## src/rtl/gpio_chain_monitor.sv

```systemverilog
// ============================================================================
// gpio_chain_monitor : GPIO shift-chain tail monitor (deserialiser, CRC-16, frame check)
// Optional capture buffer built when GPIO_MON_CAPTURE_EN is defined.  Rev 1.0
// ============================================================================
`default_nettype none

module gpio_chain_monitor #(
  parameter int          PAD_CTRL_BITS = 13,
  parameter int          NUM_PADS      = 19,
  parameter logic [15:0] CRC_INIT      = 16'hFFFF
) (
  input  logic                          serial_clock,
  input  logic                          resetn,
  input  logic                          serial_data_in,
  input  logic                          shift_en,
  input  logic                          frame_clr,
  input  logic [15:0]                   expected_crc,
  output logic [PAD_CTRL_BITS-1:0]      word_out,
  output logic                          word_valid,
  output logic [$clog2(NUM_PADS)-1:0]   word_index,
  output logic                          frame_done,
  output logic [15:0]                   crc_out,
  output logic                          crc_match,
  output logic                          overrun,
  input  logic [$clog2(NUM_PADS)-1:0]   rd_addr,
  output logic [PAD_CTRL_BITS-1:0]      rd_data
);

  localparam int BIT_W = $clog2(PAD_CTRL_BITS);
  localparam int IDX_W = $clog2(NUM_PADS);

  localparam logic [1:0] ST_IDLE    = 2'd0;
  localparam logic [1:0] ST_SHIFT   = 2'd1;
  localparam logic [1:0] ST_DONE    = 2'd2;
  localparam logic [1:0] ST_OVERRUN = 2'd3;

  localparam logic [BIT_W-1:0] LAST_BIT  = BIT_W'(PAD_CTRL_BITS - 1);
  localparam logic [BIT_W-1:0] BIT_ONE   = BIT_W'(1);
  localparam logic [IDX_W-1:0] LAST_WORD = IDX_W'(NUM_PADS - 1);
  localparam logic [IDX_W-1:0] WORD_ONE  = IDX_W'(1);

  logic [1:0]               state_q, state_d;
  logic [BIT_W-1:0]         bit_cnt_q, bit_cnt_d;
  logic [IDX_W-1:0]         word_cnt_q, word_cnt_d;
  logic [PAD_CTRL_BITS-2:0] shreg_q, shreg_d;
  logic [PAD_CTRL_BITS-1:0] word_out_q, word_out_d;
  logic [IDX_W-1:0]         word_index_q, word_index_d;
  logic                     word_valid_q, word_valid_d;
  logic                     frame_done_q, frame_done_d;
  logic [15:0]              crc_q, crc_d;
  logic                     crc_match_q, crc_match_d;
  logic                     overrun_q, overrun_d;

  logic                     accept;
  logic                     word_done;
  logic                     last_word;
  logic                     crc_fb;
  logic [15:0]              crc_next;
  logic [PAD_CTRL_BITS-1:0] new_word;

  // frame_clr wins over a same-edge shift_en, so that bit is never accepted
  assign accept    = shift_en && !frame_clr && (state_q == ST_IDLE || state_q == ST_SHIFT);
  assign word_done = accept && (bit_cnt_q == LAST_BIT);
  assign last_word = (word_cnt_q == LAST_WORD);
  assign new_word  = {shreg_q, serial_data_in};
  assign crc_fb    = crc_q[15] ^ serial_data_in;
  assign crc_next  = {crc_q[14:0], 1'b0} ^ (crc_fb ? 16'h1021 : 16'h0000);

  always_ff @(posedge serial_clock or negedge resetn) begin
    if (!resetn) state_q <= ST_IDLE;
    else         state_q <= state_d;
  end

  always_comb begin
    state_d = state_q;
    if (frame_clr) begin
      state_d = ST_IDLE;
    end else begin
      case (state_q)
        ST_IDLE, ST_SHIFT: if (accept) state_d = (word_done && last_word) ? ST_DONE : ST_SHIFT;
        ST_DONE:           if (shift_en) state_d = ST_OVERRUN;
        default:           state_d = state_q;
      endcase
    end
  end

  always_comb begin
    bit_cnt_d    = bit_cnt_q;
    word_cnt_d   = word_cnt_q;
    shreg_d      = shreg_q;
    word_out_d   = word_out_q;
    word_index_d = word_index_q;
    word_valid_d = 1'b0;
    frame_done_d = frame_done_q;
    crc_d        = crc_q;
    overrun_d    = overrun_q;
    if (frame_clr) begin
      bit_cnt_d    = '0;
      word_cnt_d   = '0;
      shreg_d      = '0;
      frame_done_d = 1'b0;
      crc_d        = CRC_INIT;
      overrun_d    = 1'b0;
    end else if (accept) begin
      shreg_d   = new_word[PAD_CTRL_BITS-2:0];
      crc_d     = crc_next;
      bit_cnt_d = word_done ? '0 : bit_cnt_q + BIT_ONE;
      if (word_done) begin
        word_out_d   = new_word;
        word_index_d = word_cnt_q;
        word_valid_d = 1'b1;
        // the word counter parks on the last index; frame_done marks completion
        word_cnt_d   = last_word ? word_cnt_q : word_cnt_q + WORD_ONE;
        if (last_word) frame_done_d = 1'b1;
      end
    end else if (shift_en) begin
      overrun_d = 1'b1;
    end
    crc_match_d = frame_done_d && (crc_d == expected_crc);
  end

  always_ff @(posedge serial_clock or negedge resetn) begin
    if (!resetn) begin
      bit_cnt_q    <= '0;
      word_cnt_q   <= '0;
      shreg_q      <= '0;
      word_out_q   <= '0;
      word_index_q <= '0;
      word_valid_q <= 1'b0;
      frame_done_q <= 1'b0;
      crc_q        <= CRC_INIT;
      crc_match_q  <= 1'b0;
      overrun_q    <= 1'b0;
    end else begin
      bit_cnt_q    <= bit_cnt_d;
      word_cnt_q   <= word_cnt_d;
      shreg_q      <= shreg_d;
      word_out_q   <= word_out_d;
      word_index_q <= word_index_d;
      word_valid_q <= word_valid_d;
      frame_done_q <= frame_done_d;
      crc_q        <= crc_d;
      crc_match_q  <= crc_match_d;
      overrun_q    <= overrun_d;
    end
  end

  assign word_out   = word_out_q;
  assign word_valid = word_valid_q;
  assign word_index = word_index_q;
  assign frame_done = frame_done_q;
  assign crc_out    = crc_q;
  assign crc_match  = crc_match_q;
  assign overrun    = overrun_q;

`ifdef GPIO_MON_CAPTURE_EN
  // capture survives frame_clr so a frame can be read back after restarting
  logic [PAD_CTRL_BITS-1:0] cap_q [NUM_PADS];
  logic [PAD_CTRL_BITS-1:0] cap_d [NUM_PADS];

  always_comb begin
    cap_d = cap_q;
    if (word_done) cap_d[word_cnt_q] = new_word;
  end

  always_ff @(posedge serial_clock or negedge resetn) begin
    if (!resetn) begin
      for (int i = 0; i < NUM_PADS; i++) cap_q[i] <= '0;
    end else begin
      cap_q <= cap_d;
    end
  end

  assign rd_data = (int'(rd_addr) < NUM_PADS) ? cap_q[rd_addr] : '0;
`else
  logic unused_rd_addr;
  assign unused_rd_addr = ^rd_addr;
  assign rd_data        = '0;
`endif

endmodule

`default_nettype wire

```

## config.mk

```make
export PLATFORM = sky130hd
export DESIGN_NAME = gpio_chain_monitor
export DESIGN_NICKNAME = d
export VERILOG_FILES = /design/src/rtl/gpio_chain_monitor.sv
export SDC_FILE = /design/constraint.sdc
export NUM_CORES = 1
export LEC_CHECK = 0
export CAP_MARGIN = 20
export CORE_ASPECT_RATIO = 1.2
export CORE_UTILIZATION = 49
export CTS_CLUSTER_DIAMETER = 200
export DETAILED_ROUTE_END_ITERATION = 7
export GPL_TIMING_DRIVEN = 0
export PLACE_DENSITY_LB_ADDON = 0.1
export SETUP_SLACK_MARGIN = 0.5
export SYNTH_ARGS = -nofsm -noshare
export SYNTH_HDL_FRONTEND = slang
export SYNTH_SLANG_ARGS = --single-unit
```

## constraint.sdc

```tcl
create_clock -name serial_clock -period 2.6 [get_ports serial_clock]
set_clock_uncertainty 0.05 [all_clocks]
set_input_delay 0.26 -clock serial_clock [delete_from_list [all_inputs] [get_ports serial_clock]]
set_output_delay 0.26 -clock serial_clock [all_outputs]
set_load 0.01 [all_outputs]
```

==> results of run 1 <==
what timing repair did:
| item | in CTS | in global routing |
|---|---|---|
| resized for setup | 10 | 13 |
| hold buffers | 1 | 0 |
| endpoints found under the setup margin | 1 | 15 |
| hold endpoints to repair | 17 | 0 |
| setup buffers | 1 | 5 |
| pin swaps | 3 | 5 |
metrics by stage:
step | power, W | hold WS, ns | instance area [um^2]
after detailed placement | 0.001196 | 0.2115 | 3819
after global routing | 0.002012 | 0.1389 | 4158
after global placement | 0.001189 | 0.4059 | 3804
after CTS | 0.001939 | 0.1230 | 4043
after floorplan | 0.001099 | -0.08559 | 3131
final | 0.001945 | 0.1324 | 4158
flip-flops by register name (all words and copies together) (netlist names):
signal      count
bit_cnt_q       4
crc_match       1
crc_out        16
frame_done      1
overrun         1
shreg_q        12
state_q         1
word_cnt_q      5
word_index      5
word_out       13
word_valid      1
final cells by class:
cell class                      instances  share of cell area
Buffer                                 32             0.05417
Clock buffer                           14             0.03912
Clock inverter                          2            0.002407
Inverter                               10            0.009028
Multi-Input combinational cell        226              0.3458
Sequential cell                        60              0.3662
Tap cell                               82             0.02468
Timing Repair Buffer                   65              0.1586
cell families after synthesis:
logic type      after synthesis  share of synthesized area
xor+xnor                     18                    0.06083
mux                           9                    0.03041
other cells                   1                   0.001215
compound gates               45                    0.09773
flops                        60                     0.4931
fa+ha+maj                     4                    0.01622
buf+inv                      42                    0.07988
simple gates                137                     0.2206
cells in the mapped netlist (2+ instances only):
cell and instances:
xor3_1 2, xor2_1 6, clkbuf_1 10, buf_2 2, ha_1 4, nand2_1 81
buf_4 17, nand2b_1 4, nor4b_2 2, inv_1 9, nor4b_4 2, mux2i_1 8
a21oi_1 21, a211oi_1 6, a2111oi_0 6, and3b_1 6, xnor2_1 10, nor2_1 23
nand4_1 5, o21ai_0 2, nor3_1 2, dfrtp_1 44, nor4b_1 2, dfstp_2 16
buf_6 3
power by group:
group	switching (W)	internal, W	leakage [nW]
logic	0.000124	0.000118	0.994
registers	0.0000131	0.000952	0.779
clock network	0.000342	0.000396	0.0905
how the worst max path moves through the flow:
stage,cells after the start,startpoint,end
3_3_place_gp,1,resetn,word_out[6]
3_5_place_dp,8,shift_en,crc_match
6_report,6,state_q[1],crc_match
2_1_floorplan,5,crc_out[15],crc_match
5_1_grt,8,bit_cnt_q[1],crc_match
4_1_cts,7,state_q[1],crc_match
worst max-delay path, cell delays in order, from the launching register on:
cell	delay, ns
dfrtp_2	0.45
buf_6	0.17
nor4b_4	0.29
a211oi_1	0.10
nor4_1	0.36
nand4_1	0.21
a2111oi_2	0.31
routing by layer:
| metal | wire, um | GRT usage | vias to the layer above |
|---|---|---|---|
| li1 | - | - | 1210 |
| met5 | 0 | 0 | - |
| met2 | 3794 | 0.3964 | 77 |
| met3 | 428 | 0.04284 | 13 |
| met4 | 170 | 0.1012 | 0 |
| met1 | 2979 | 0.2871 | 1254 |
==> impl_metrics.ini, run 1 <==
[power_and_ir_drop]
vdd_ir_drop_max_mv = 0.3781
power_leakage_nw = 1.864
p_per_area_nw_per_um2 = 467.7

[final_layout]
stdcell_count = 491
layout-drive-gt1-share = 0.1932
layout.nets = 434
regArea_um2 = 1523
mostFrequentLayoutCells = nand2_1, clkdlybuf4s50_1, dfrtp_1, nor2_1, a21oi_1
final_common_cell = nand2_1
antenna_cells = 0
nFillCells = 509
fin_util = 0.6871
area.growth.synth_to_final_pct = 34.75
multi_input_area_um2 = 1438

[grt]
grt.overflow.total = 0
antenna_found_initial = 0
grt_usage = 0.2325
grt_pass1_wl_um = 11360
grt_max_degree = 41
grt_pass1_vias = 2398

[min_path]
hold_start = serial_data_in
hold_path_class = in2reg
whs_path_depth = 3
min_to = word_out[0]

[synth]
synthArstFlopShare = 1.000
synth-main-ff-cell = dfrtp_1
postSynthAreaPerCell_um2 = 9.764
synth_cell_type_count = 48
ys_seq_elements = 60
yosysTopAreaCellShare = 0.3569
synth.yosys.seq_area_share = 0.4931
synth_top_cell_by_area = dfrtp_1
yosys-top-cells-area = dfrtp_1, dfstp_2, nand2_1
synthesis.area_um2 = 3085
syn_inst = 316
synth_warnings = 0
synth-edff-count = 0

[drt]
wirelength_um = 7372
via_per_inst = 5.202
drt_first_pass_iters = 4
wl_per_cell_um = 15.01
drt_iter0_markers = 127
vias = 2554
drc = 0
ant_nets = 0

[floorplanning]
rows = 31
die_h_um = 88.93
die_x_um = 74.44
dieArea_um2 = 6620
core_um2 = 6051
pin_count = 77
initial_core_util = 0.5099

[sta]
tns_ns = 0
tightest_slew_ns = 0.6339
min_period_over_period = 0.7850
fmax_mhz = 489.9
relSlewSlack = 0.5746
setup_viol = 0
timing.final.ws_setup_ns = 0.5589
maxSlewViolCount = 0
rsz0062_at_grt = yes
fin_crit_ns = 2.041
hold_viol = 0

[clock_tree]
worstSkewPairLatency_ns = 0.33
clk_path_buf_depth = 2
cts.sinks = 60
cts-root-buf = clkbuf_8
cts_tree = done
h-tree-depth = 3
path_clk_slew_ns = 0.07
cts_buffers = 9

[worst_setup_path]
critPathKind = reg2reg
worst_r2r_path_depth = 6
start_kind = register
rr_endpoint = crc_match
r2r_slack_ns = 0.56
cp.required_ns = 2.77
path_max_fanout = 10
endpoint_kind = register
worstPathArrival_ns = 2.21
rr_startpoint = state_q[1]

[run]
maxCapViolCount = 0

[placement]
pre_cts_ws_ns = 0.002852
port_buffers = 57
placedCellCount = 468
gp_congestion = 0.9026
hpwl_um = 5004

[run_status]
status = finished clean
Power figures use the tool's default switching activity.
==> run 2: changes to the inputs <==
--- a/config.mk
+++ b/config.mk
@@ -7,7 +7,7 @@
 export LEC_CHECK = 0
 export CAP_MARGIN = 20
 export CORE_ASPECT_RATIO = 1.2
-export CORE_UTILIZATION = 49
+export CORE_UTILIZATION = 44
 export CTS_CLUSTER_DIAMETER = 200
 export DETAILED_ROUTE_END_ITERATION = 7
 export GPL_TIMING_DRIVEN = 0
==> constraint.sdc (replaced) <==
create_clock -name serial_clock -period 1.6 [get_ports serial_clock]
set_clock_uncertainty 0.05 [all_clocks]
set_input_delay 0.16 -clock serial_clock [delete_from_list [all_inputs] [get_ports serial_clock]]
set_output_delay 0.16 -clock serial_clock [all_outputs]
set_load 0.01 [all_outputs]
==> impl_metrics.ini, run 2 (synthesis gave the netlist of run 1 again) <==
[clock_tree]
h-tree-depth = 3
worstSkewPairLatency_ns = 0.33
cts_tree = done
cts-root-buf = clkbuf_8
clk_path_buf_depth = 2
cts.sinks = 60
path_clk_slew_ns = 0.07
cts_buffers = 9

[sta]
hold_viol = 18
fin_crit_ns = 2.059
tightest_slew_ns = 0.5818
maxSlewViolCount = 0
setup_viol = 28
rsz0062_at_grt = yes
hold_slack_ns = -0.2393
min_period_over_period = 1.287
timing.final.ws_setup_ns = -0.4588
relSlewSlack = 0.6021
fmax_mhz = 485.7

[worst_setup_path]
crit_chain = buf_4, or4b_2, o311a_1, o22a_1, nand4_1, a2111oi_4
rr_endpoint = crc_match
cp.required_ns = 1.75
slowest_delay_ns = 0.62
worst_r2r_path_depth = 6
r2r_slack_ns = -0.46
rr_startpoint = state_q[1]
path_buf_inv = 1
path_max_fanout = 7
worstPathArrival_ns = 2.21
start_kind = register
crit_family = simple AND/OR/NAND/NOR gates
endpoint_kind = register
cpMaxStageDelayCell = or4b_2
critPathKind = reg2reg

[min_path]
hold_path_class = in2async

[grt]
antenna_found_initial = 0
grt_pass1_vias = 2826
grt_pass1_wl_um = 13820
grt_max_degree = 39
grt_usage = 0.2485
grt.overflow.total = 0

[drt]
drt_first_pass_iters = 7
drt_iter0_markers = 86
vias = 2829
via_per_inst = 5.268
drc = 0
wirelength_um = 9230
ant_nets = 0
wl_per_cell_um = 17.19

[placement]
placedCellCount = 473
pre_cts_ws_ns = -0.9073
hpwl_um = 5219
gp_congestion = 0.8486
placed_area_um2 = 3989
port_buffers = 57

[final_layout]
layout-drive-gt1-share = 0.5644
area.growth.synth_to_final_pct = 69.10
mostFrequentLayoutCells = dfrtp_1, buf_6, nand2_1, buf_4
final_common_cell = dfrtp_1
nFillCells = 451
antenna_cells = 0
largest_register_ff_count = 16
postLayoutCellArea_um2 = 5218
multi_input_area_um2 = 1938
regArea_um2 = 1523
layout.nets = 475
stdcell_count = 537

[floorplanning]
core_um2 = 6813
initial_core_util = 0.4529
die_x_um = 78.45
dieArea_um2 = 7353
die_h_um = 93.73
rows = 33
pin_count = 77

[power_and_ir_drop]
vdd_ir_drop_max_mv = 0.5057
power_leakage_nw = 2.502
p_total_w = 0.003392
p_per_area_nw_per_um2 = 650.1

[run_status]
violations = hold timing, setup timing
status = complete, but fails checks

[run]
maxCapViolCount = 0
[run 2: cell count changes in the layout (fill, tap and decap cells not counted), sizes merged]
| cell | before | now |
|---|---|---|
| buf | 29 | 113 |
| clkdlybuf4s50 | 54 | 16 |
| clkbuf | 24 | 20 |
| dlymetal6s2s | 2 | 0 |
| clkinv | 3 | 4 |
| clkinvlp | 0 | 1 |
| dlygate4sd3 | 1 | 0 |
[run 2: metal layers]
layer | global-route usage | wire length, um | up-vias
li1 | - | - | 1311
met5 | 0 | 0 | -
met4 | 0.1281 | 257 | 0
met3 | 0.03786 | 460 | 18
met1 | 0.2869 | 3484 | 1399
met2 | 0.4437 | 5028 | 101
[run 2: stage by stage]
stage                       util  setup TNS (ns)
final                     0.7658          -6.090
after global routing      0.7658          -8.222
after CTS                 0.6915          -5.450
after detailed placement  0.5855          -21.38
after global placement    0.5833         -111.15
after floorplan                -          -1.581
[run 2: worst max path at each step]
| stage | slack [ns] | end | cells past startpoint | from |
|---|---|---|---|---|
| 2_1_floorplan | -0.30 | crc_match | 5 | crc_out[11] |
| 3_3_place_gp | -1.68 | word_out[6] | 1 | resetn |
| 3_5_place_dp | -0.91 | crc_match | 7 | shift_en |
| 4_1_cts | -0.40 | crc_match | 5 | crc_out[11] |
| 5_1_grt | -0.53 | crc_match | 6 | state_q[1] |
| 6_report | -0.46 | crc_match | 6 | state_q[1] |
[run 2: power breakdown]
group          total (W)  switching, W  internal, W  leakage, nW
Sequential       0.00157     0.0000236      0.00155        0.779
Combinational   0.000545      0.000265     0.000279         1.62
Clock            0.00128      0.000597     0.000681       0.0982
Total            0.00339      0.000886      0.00251         2.50
[run 2: layout make-up]
cell class / count / share of cell area
buffer: 32 / 0.07362
clock buffer: 12 / 0.03165
clock inverter: 4 / 0.004317
inverter: 10 / 0.009592
multi-input combinational: 226 / 0.3715
sequential: 60 / 0.2918
tap: 87 / 0.02086
timing repair buffer: 106 / 0.1966
[run 2: timing repair]
item	4_1_cts	5_1_grt
pin swaps	22	55
resized for setup	253	92
setup buffers	30	13
setup endpoints to repair	98	77
endpoints found under the hold margin	18	18
gates cloned	2	3
==> run 3: changes to the inputs <==
--- a/config.mk
+++ b/config.mk
@@ -16,3 +16,4 @@
 export SYNTH_ARGS = -nofsm -noshare
 export SYNTH_HDL_FRONTEND = slang
 export SYNTH_SLANG_ARGS = --single-unit
+export TNS_END_PERCENT = 50
==> impl_metrics.ini, run 3 (synthesis gave the netlist of run 1 again) <==
[floorplanning]
core_um2 = 6813
die_h_um = 93.73
rows = 33
initial_core_util = 0.4529
pin_count = 77
dieArea_um2 = 7353
die_x_um = 78.45

[drt]
drc = 0
wirelength_um = 7933
drt_iter0_markers = 122
wl_per_cell_um = 15.31
via_per_inst = 5.037
ant_nets = 0
vias = 2609
drt_first_pass_iters = 4

[run_status]
violations = hold timing, setup timing
status = complete, but fails checks

[worst_setup_path]
critPathKind = reg2reg
cpMaxStageDelayCell = dfrtp_2
endpoint_kind = register
worst_r2r_path_depth = 6
path_max_fanout = 10
crit_chain = buf_4, nor4b_4, a211oi_1, nor4_1, nand4_1, a2111oi_2
cp.required_ns = 1.78
start_kind = register
slowest_delay_ns = 0.46
worstPathArrival_ns = 2.23

[power_and_ir_drop]
power_leakage_nw = 2.239
p_per_area_nw_per_um2 = 730.4
vdd_ir_drop_max_mv = 0.5356
p_total_w = 0.003525

[placement]
port_buffers = 57
hpwl_um = 5088
gp_congestion = 0.8809

[final_layout]
area.growth.synth_to_final_pct = 56.41
largest_register_ff_count = 16
antenna_cells = 0
layout-drive-gt1-share = 0.4664
final_common_cell = nand2_1
mostFrequentLayoutCells = nand2_1, dfrtp_1, buf_6, buf_4, nand2_2
layout.nets = 456

[sta]
timing.final.ws_setup_ns = -0.4506
hold_slack_ns = -0.1678
tns_ns = -6.757
fmax_mhz = 487.7
min_period_over_period = 1.282
rsz0062_at_grt = yes
tightest_slew_ns = 0.7493
maxSlewViolCount = 0
fin_crit_ns = 2.051
hold_viol = 15
setup_viol = 31
relSlewSlack = 0.5004

[clock_tree]
path_clk_slew_ns = 0.07
h-tree-depth = 3
clk_path_buf_depth = 2
cts_tree = done
worstSkewPairLatency_ns = 0.34
cts.sinks = 60
cts_buffers = 9
cts-root-buf = clkbuf_8

[grt]
grt_pass1_vias = 2627
antenna_found_initial = 0
grt.overflow.total = 0
grt_usage = 0.2286
grt_max_degree = 32
grt_pass1_wl_um = 12790

[run]
maxCapViolCount = 0

[min_path]
hold_path_class = in2async
run 3: cell count changes in the layout (fill, tap and decap cells not counted), moves of 4 or more:
cell,change
buf_6,-9
nand2_2,+9
dlygate4sd2_1,+6
clkbuf_2,+4
nand2_4,-15
a21oi_2,-16
a21oi_1,+13
buf_8,-4
buf_4,-5
buf_2,-10
buf_12,-4
nand2_1,+6
run 3: critical path, delay by kind of cell, from the launching register on:
kind	cells	cell delay (ns)
AOI/OAI and AO/OA	2	0.37
buffers and inverters	1	0.22
DFF	1	0.46
and+or+nand+nor	3	0.85
run 3: final cells by class:
cell class              count  area [um^2]
multi-input cells         226         1723
well taps                  87        108.9
fillers                   496         1987
clock inverters             3        42.54
inverters                  10        50.05
plain buffers              32        369.1
clock buffers              13        178.9
repair buffers             87        830.8
flip-flops and latches     60         1523
run 3: layer usage:
| metal | vias to the layer above | GRT usage | wire (um) |
|---|---|---|---|
| li1 | 1260 | - | - |
| met1 | 1266 | 0.2615 | 3219 |
| met2 | 69 | 0.4130 | 4261 |
| met3 | 14 | 0.04951 | 315 |
| met4 | 0 | 0.08951 | 137 |
| met5 | - | 0 | 0 |
run 3: report_power, final:
| group | switching, W | internal (W) | total, W |
|---|---|---|---|
| Sequential | 0.0000236 | 0.00155 | 0.00157 |
| Combinational | 0.000225 | 0.000237 | 0.000462 |
| Clock | 0.000607 | 0.000887 | 0.00149 |
run 3: repair_timing:
action                                 CTS  global route
buffers inserted                        23             3
cloned                                   3             0
setup endpoints to repair               98            96
endpoints found under the hold margin   15            15
resized for setup                      196            72
pin swaps                               43            26
run 3: stage by stage:
step / setup slack (ns) / util / hold slack (ns) / std cells / instance area [um^2]
final: -0.4506 / 0.7084 / -0.1678 / 518 / 4826
after floorplan: -0.2995 / - / -0.1856 / 328 / 3246
after global placement: -1.638 / 0.5761 / 0.3584 / 472 / 3925
after CTS: -0.4255 / 0.6893 / -0.1647 / 515 / 4696
after detailed placement: -0.8415 / 0.5783 / 0.2061 / 473 / 3940
after global routing: -0.5258 / 0.7084 / -0.1219 / 518 / 4826
run 3: final timing paths:
check,from,endpoint,slack [ns]
max in group asynchronous,resetn,crc_out[15],0.97
min,resetn,word_index[2],-0.17
min reg2reg,word_out[12],word_out[12],0.43
min in group serial_clock,serial_data_in,word_out[0],0
max,state_q[1],crc_match,-0.45
max reg2reg,state_q[1],crc_match,-0.45
